## config.mk

```make
export PLATFORM = sky130hd
export DESIGN_NAME = mac_accumulator
export DESIGN_NICKNAME = d
export VERILOG_FILES = /design/src/rtl/mac_accumulator_pkg.sv /design/src/rtl/mac.sv /design/src/rtl/mac_accumulator.sv
export SDC_FILE = /design/constraint.sdc
export NUM_CORES = 1
export LEC_CHECK = 0
export ABC_AREA = 1
export CORE_UTILIZATION = 50
export CTS_BUF_LIST = sky130_fd_sc_hd__clkbuf_8
export DETAILED_ROUTE_END_ITERATION = 10
export DONT_BUFFER_PORTS = 1
export GPL_TIMING_DRIVEN = 1
export PLACE_DENSITY = 0.68
export SLEW_MARGIN = 25
export SYNTH_ARGS = -nofsm -noshare
export SYNTH_HDL_FRONTEND = slang
export SYNTH_HIERARCHICAL = 1
export SYNTH_SLANG_ARGS = --single-unit
export TNS_END_PERCENT = 100
```

## constraint.sdc

```tcl
create_clock -name clk -period 5.2 [get_ports clk]
set_clock_uncertainty 0.05 [all_clocks]
set_input_delay 1.04 -clock clk [delete_from_list [all_inputs] [get_ports clk]]
set_output_delay 1.04 -clock clk [all_outputs]
set_load 0.01 [all_outputs]
```

## src/rtl/mac_accumulator_pkg.sv

```systemverilog
// Shared types and saturation bounds for the saturating dot-product accumulator.
package mac_accumulator_pkg;

  typedef enum logic [1:0] {
    IDLE  = 2'd0,
    ACCUM = 2'd1,
    DONE  = 2'd2
  } state_e;

  // Largest value representable in a signed len-bit word.
  function automatic longint sat_hi(input int unsigned len);
    return (longint'(1) <<< (len - 1)) - longint'(1);
  endfunction

  // Smallest value representable in a signed len-bit word.
  function automatic longint sat_lo(input int unsigned len);
    return -(longint'(1) <<< (len - 1));
  endfunction

endpackage

```

## src/rtl/mac.sv

```systemverilog
// Combinational multiply-accumulate: out = in1*in2 + preResult at full 2*LEN precision.
module mac #(
  parameter int unsigned LEN = 8
) (
  input  logic signed [LEN-1:0]   in1,
  input  logic signed [LEN-1:0]   in2,
  input  logic signed [LEN-1:0]   preResult,
  output logic signed [2*LEN-1:0] out
);

  logic signed [2*LEN-1:0] prod_c;
  logic signed [2*LEN-1:0] pre_ext_c;

  always_comb begin
    prod_c    = (2*LEN)'(in1) * (2*LEN)'(in2);
    pre_ext_c = (2*LEN)'(preResult);
    out       = prod_c + pre_ext_c;
  end

endmodule

```

## src/rtl/mac_accumulator.sv

```systemverilog
// Saturating signed dot-product engine: start/vec_len launch, valid/ready operand
// stream in, one valid/ready result out with a sticky overflow flag.
module mac_accumulator
  import mac_accumulator_pkg::*;
#(
  parameter int unsigned LEN   = 8,
  parameter int unsigned CNT_W = 8
) (
  input  logic                  clk,
  input  logic                  rstn,
  input  logic                  start,
  input  logic [CNT_W-1:0]      vec_len,
  input  logic                  in_valid,
  output logic                  in_ready,
  input  logic signed [LEN-1:0] in1,
  input  logic signed [LEN-1:0] in2,
  output logic                  out_valid,
  input  logic                  out_ready,
  output logic signed [LEN-1:0] result,
  output logic                  overflow,
  output logic                  busy
);

  localparam logic signed [2*LEN-1:0] SAT_HI = (2*LEN)'(sat_hi(LEN));
  localparam logic signed [2*LEN-1:0] SAT_LO = (2*LEN)'(sat_lo(LEN));

  state_e                  state_q, state_d;
  logic signed [LEN-1:0]   acc_q, acc_d;
  logic [CNT_W-1:0]        cnt_q, cnt_d;
  logic                    sticky_q, sticky_d;
  logic signed [LEN-1:0]   result_q, result_d;
  logic                    overflow_q, overflow_d;
  logic                    in_ready_q, in_ready_d;
  logic                    out_valid_q, out_valid_d;
  logic                    busy_q, busy_d;

  logic signed [2*LEN-1:0] mac_out_c;
  logic signed [LEN-1:0]   sat_c;
  logic                    clamped_c;

  mac #(.LEN(LEN)) u_mac (
    .in1       (in1),
    .in2       (in2),
    .preResult (acc_q),
    .out       (mac_out_c)
  );

  // Clamp the full-precision sum back into the accumulator range.
  always_comb begin
    sat_c     = LEN'(mac_out_c);
    clamped_c = 1'b0;
    if (mac_out_c > SAT_HI) begin
      sat_c     = LEN'(SAT_HI);
      clamped_c = 1'b1;
    end else if (mac_out_c < SAT_LO) begin
      sat_c     = LEN'(SAT_LO);
      clamped_c = 1'b1;
    end
  end

  always_comb begin
    state_d    = state_q;
    acc_d      = acc_q;
    cnt_d      = cnt_q;
    sticky_d   = sticky_q;
    result_d   = result_q;
    overflow_d = overflow_q;

    unique case (state_q)
      IDLE: begin
        if (start) begin
          acc_d    = '0;
          sticky_d = 1'b0;
          cnt_d    = vec_len;
          if (vec_len == '0) begin
            state_d    = DONE;
            result_d   = '0;
            overflow_d = 1'b0;
          end else begin
            state_d = ACCUM;
          end
        end
      end
      ACCUM: begin
        if (in_valid && in_ready_q) begin
          acc_d    = sat_c;
          sticky_d = sticky_q | clamped_c;
          cnt_d    = cnt_q - CNT_W'(1);
          if (cnt_q == CNT_W'(1)) begin
            state_d    = DONE;
            result_d   = sat_c;
            overflow_d = sticky_q | clamped_c;
          end
        end
      end
      DONE: begin
        if (out_valid_q && out_ready) begin
          state_d = IDLE;
        end
      end
      default: state_d = IDLE;
    endcase

    // Handshake outputs are registered, so derive them from the next state.
    in_ready_d  = (state_d == ACCUM);
    out_valid_d = (state_d == DONE);
    busy_d      = (state_d != IDLE);
  end

  always_ff @(posedge clk or negedge rstn) begin
    if (!rstn) begin
      state_q     <= IDLE;
      acc_q       <= '0;
      cnt_q       <= '0;
      sticky_q    <= 1'b0;
      result_q    <= '0;
      overflow_q  <= 1'b0;
      in_ready_q  <= 1'b0;
      out_valid_q <= 1'b0;
      busy_q      <= 1'b0;
    end else begin
      state_q     <= state_d;
      acc_q       <= acc_d;
      cnt_q       <= cnt_d;
      sticky_q    <= sticky_d;
      result_q    <= result_d;
      overflow_q  <= overflow_d;
      in_ready_q  <= in_ready_d;
      out_valid_q <= out_valid_d;
      busy_q      <= busy_d;
    end
  end

  assign in_ready  = in_ready_q;
  assign out_valid = out_valid_q;
  assign result    = result_q;
  assign overflow  = overflow_q;
  assign busy      = busy_q;

endmodule

```

==> impl_metrics.yaml <==
cts:
  cts.clk_slew.worst_paths_ns: 0.07
  cts_tree: "yes"
  cts.sinks: 31
  cts_root_buffer: "clkbuf_8"
  clockBufferDepth: 2
  cts_made_buffers: 5
  clk_latency_ns: 0.29
  cts_max_level: 2
routing:
  vias: 3695
  post_drt_wl_per_cell_um: 13.23
  drtAntennaViolNets: 0
  post_drt_via_cell_ratio: 4.987
  dr.pass1.iters: 4
  wl_mm: 9.807
  drt_iter0_markers: 132
  drc: 0
timing:
  max_freq_mhz: 191.1
  rsz0062_at_grt: "yes"
  timing.final.max_slew_violations: 0
  setup_viol: 13
  worst_slew_pin_slew_ns: 1.012
  fin_tns_setup_ns: -0.2379
  postLayoutSetupSlackWorst_ns: -0.03260
  timing.hold.ws_ns: 0.3849
  fin_crit_ns: 5.233
  hold_viol: 0
  finalCritPeriodShare: 1.006
  slew_headroom: 0.3243
critical_path:
  rr_startpoint: "acc_q[6]"
  critPathKind: "in -> reg"
  cp_data_required_time_ns: 5.38
  worstPathArrival_ns: 5.41
  r2r_slack_ns: 0.33
  cp-start-kind: "primary input"
  ff2ff_path_depth: 23
  cp_max_fo: 7
  reg2reg_to: "result[4]"
  end_kind: "flip-flop"
global_route:
  grt_pass1_wl_mm: 17.48
  grt_max_degree: 32
  overflow: 0
  grt_usage: 0.2233
  grt_pass1_vias: 3920
  antenna_found_initial: 0
floorplan:
  die_x_um: 98.33
  initial_core_util: 0.5243
  die_area_sq_mm: 0.009668
  die_h_um: 98.33
  ios: 41
  rows: 34
  coreArea_sq_mm: 0.008848
synthesis:
  ys_seq_area_frac: 0.1672
  avgSynthCellArea_sq_um: 7.519
  synth-seq-cells: 31
  synth_ff_type: "dfrtp_1"
  synth_cell_types: 36
  synth_edf_count: 0
  synthCells: 617
  syn_nets: 747
  yosysWarnings: 6
  synthArstFlopShare: 1.000
  netlist_area_sq_mm: 0.004639
place:
  dp_hpwl_mm: 7.944
  gp_congestion: 0.8303
  port_buffers: 0
  post-place-ws_ns: -0.3968
run_status:
  violations: "negative setup slack"
  status: "complete, but fails checks"
final_layout:
  antennaDiodeCount: 0
  regArea_sq_um: 775.7
  nets: 762
  fillerInstances: 786
  drive_gt1_frac: 0.1754
  final_cell_mix: "nand2_1, inv_1, fa_1, nor2_1, dfrtp_1"
  final_common_cell: "nand2_1"
  post-route-util: 0.6061
  area_growth_syn_to_layout_pct: 15.59
  multiInputGateArea_sq_mm: 0.003520
job:
  maxCapViolCount: 0
hold_path:
  hp-class: "in -> async"
[layout make-up]
| class | instances | area share |
|---|---|---|
| Clock buffer | 6 | 0.01540 |
| Clock inverter | 2 | 0.006533 |
| Inverter | 153 | 0.1104 |
| Multi-Input combinational cell | 413 | 0.6563 |
| Sequential cell | 31 | 0.1447 |
| Tap cell | 108 | 0.02520 |
| Timing Repair Buffer | 28 | 0.04153 |
[worst max path at each step]
stage / start / end / cells past startpoint
6_report: in2[7] / result[4] / 22
5_1_grt: in2[3] / acc_q[4] / 23
4_1_cts: in2[7] / acc_q[1] / 25
3_5_place_dp: in2[7] / result[4] / 25
3_3_place_gp: in2[7] / sticky_q / 21
2_1_floorplan: in2[4] / sticky_q / 23
[cells in the mapped netlist (4+ instances only)]
cell / number / area share
ha_1: 38 / 0.10
nand2_1: 183 / 0.15
a21oi_1: 17 / 0.018
clkbuf_1: 15 / 0.012
o21ai_0: 10 / 0.011
inv_1: 146 / 0.12
o21ai_1: 6 / 0.0065
nand3_1: 18 / 0.019
dfrtp_1: 31 / 0.17
nand2_4: 4 / 0.0097
fa_1: 63 / 0.27
nor2_1: 35 / 0.028
xor2_1: 7 / 0.013
nand4_1: 4 / 0.0054
inv_2: 6 / 0.0049
nand2_2: 6 / 0.0081
[sequential cells by signal (all words and copies together), names as in the netlist]
register / flops
busy: 1
cnt_q: 8
sticky_q: 1
acc_q: 8
overflow: 1
state_q: 2
out_valid: 1
result: 8
in_ready: 1
[routing by layer]
layer  global-route usage  vias up  share of wire  wire [um]
li1                     -     1834              -          -
met1               0.2902     1793           0.44       4267
met2               0.3960       61           0.52       5087
met3              0.03293        7          0.038        373
met4              0.04707        0         0.0080         78
met5                    0        -              0          0
[repair_timing]
item                       CTS  global route
hold buffers                 0             0
gates cloned                 0             0
setup endpoints to repair   16            18
setup buffers                1             0
pin swaps                    6            13
resized for setup           14            25
[through the flow]
step                      area (sq um)  instances
after floorplan                   4838        617
after detailed placement          5034        732
after CTS                         5233        741
after global routing              5363        741
final                             5363        741
after global placement            5034        732
[cell families after synthesis]
group           Yosys count  synth area share
compound gates           41           0.04935
xor+xnor                  8           0.01510
fa+ha+maj               101            0.3743
buf+inv                 173            0.1459
flops                    31            0.1672
simple gates            263            0.2481
[critical path, stage by stage]
cell	delay, ns
inv_12	0.02
or2_4	0.22
fa_1	0.46
fa_1	0.51
inv_1	0.05
fa_1	0.45
fa_1	0.51
fa_1	0.45
ha_4	0.33
nand2_1	0.07
nor2_2	0.12
nand2_1	0.07
nand2_1	0.08
xor2_1	0.20
nand2_1	0.08
nor2_1	0.11
nand2_1	0.07
nand2_2	0.13
nand2_8	0.11
a21oi_2	0.19
nand2_1	0.07
nand2_1	0.05
Power is not shown: default switching activity piles up to over one toggle a cycle in this logic, so the estimate is an artifact.
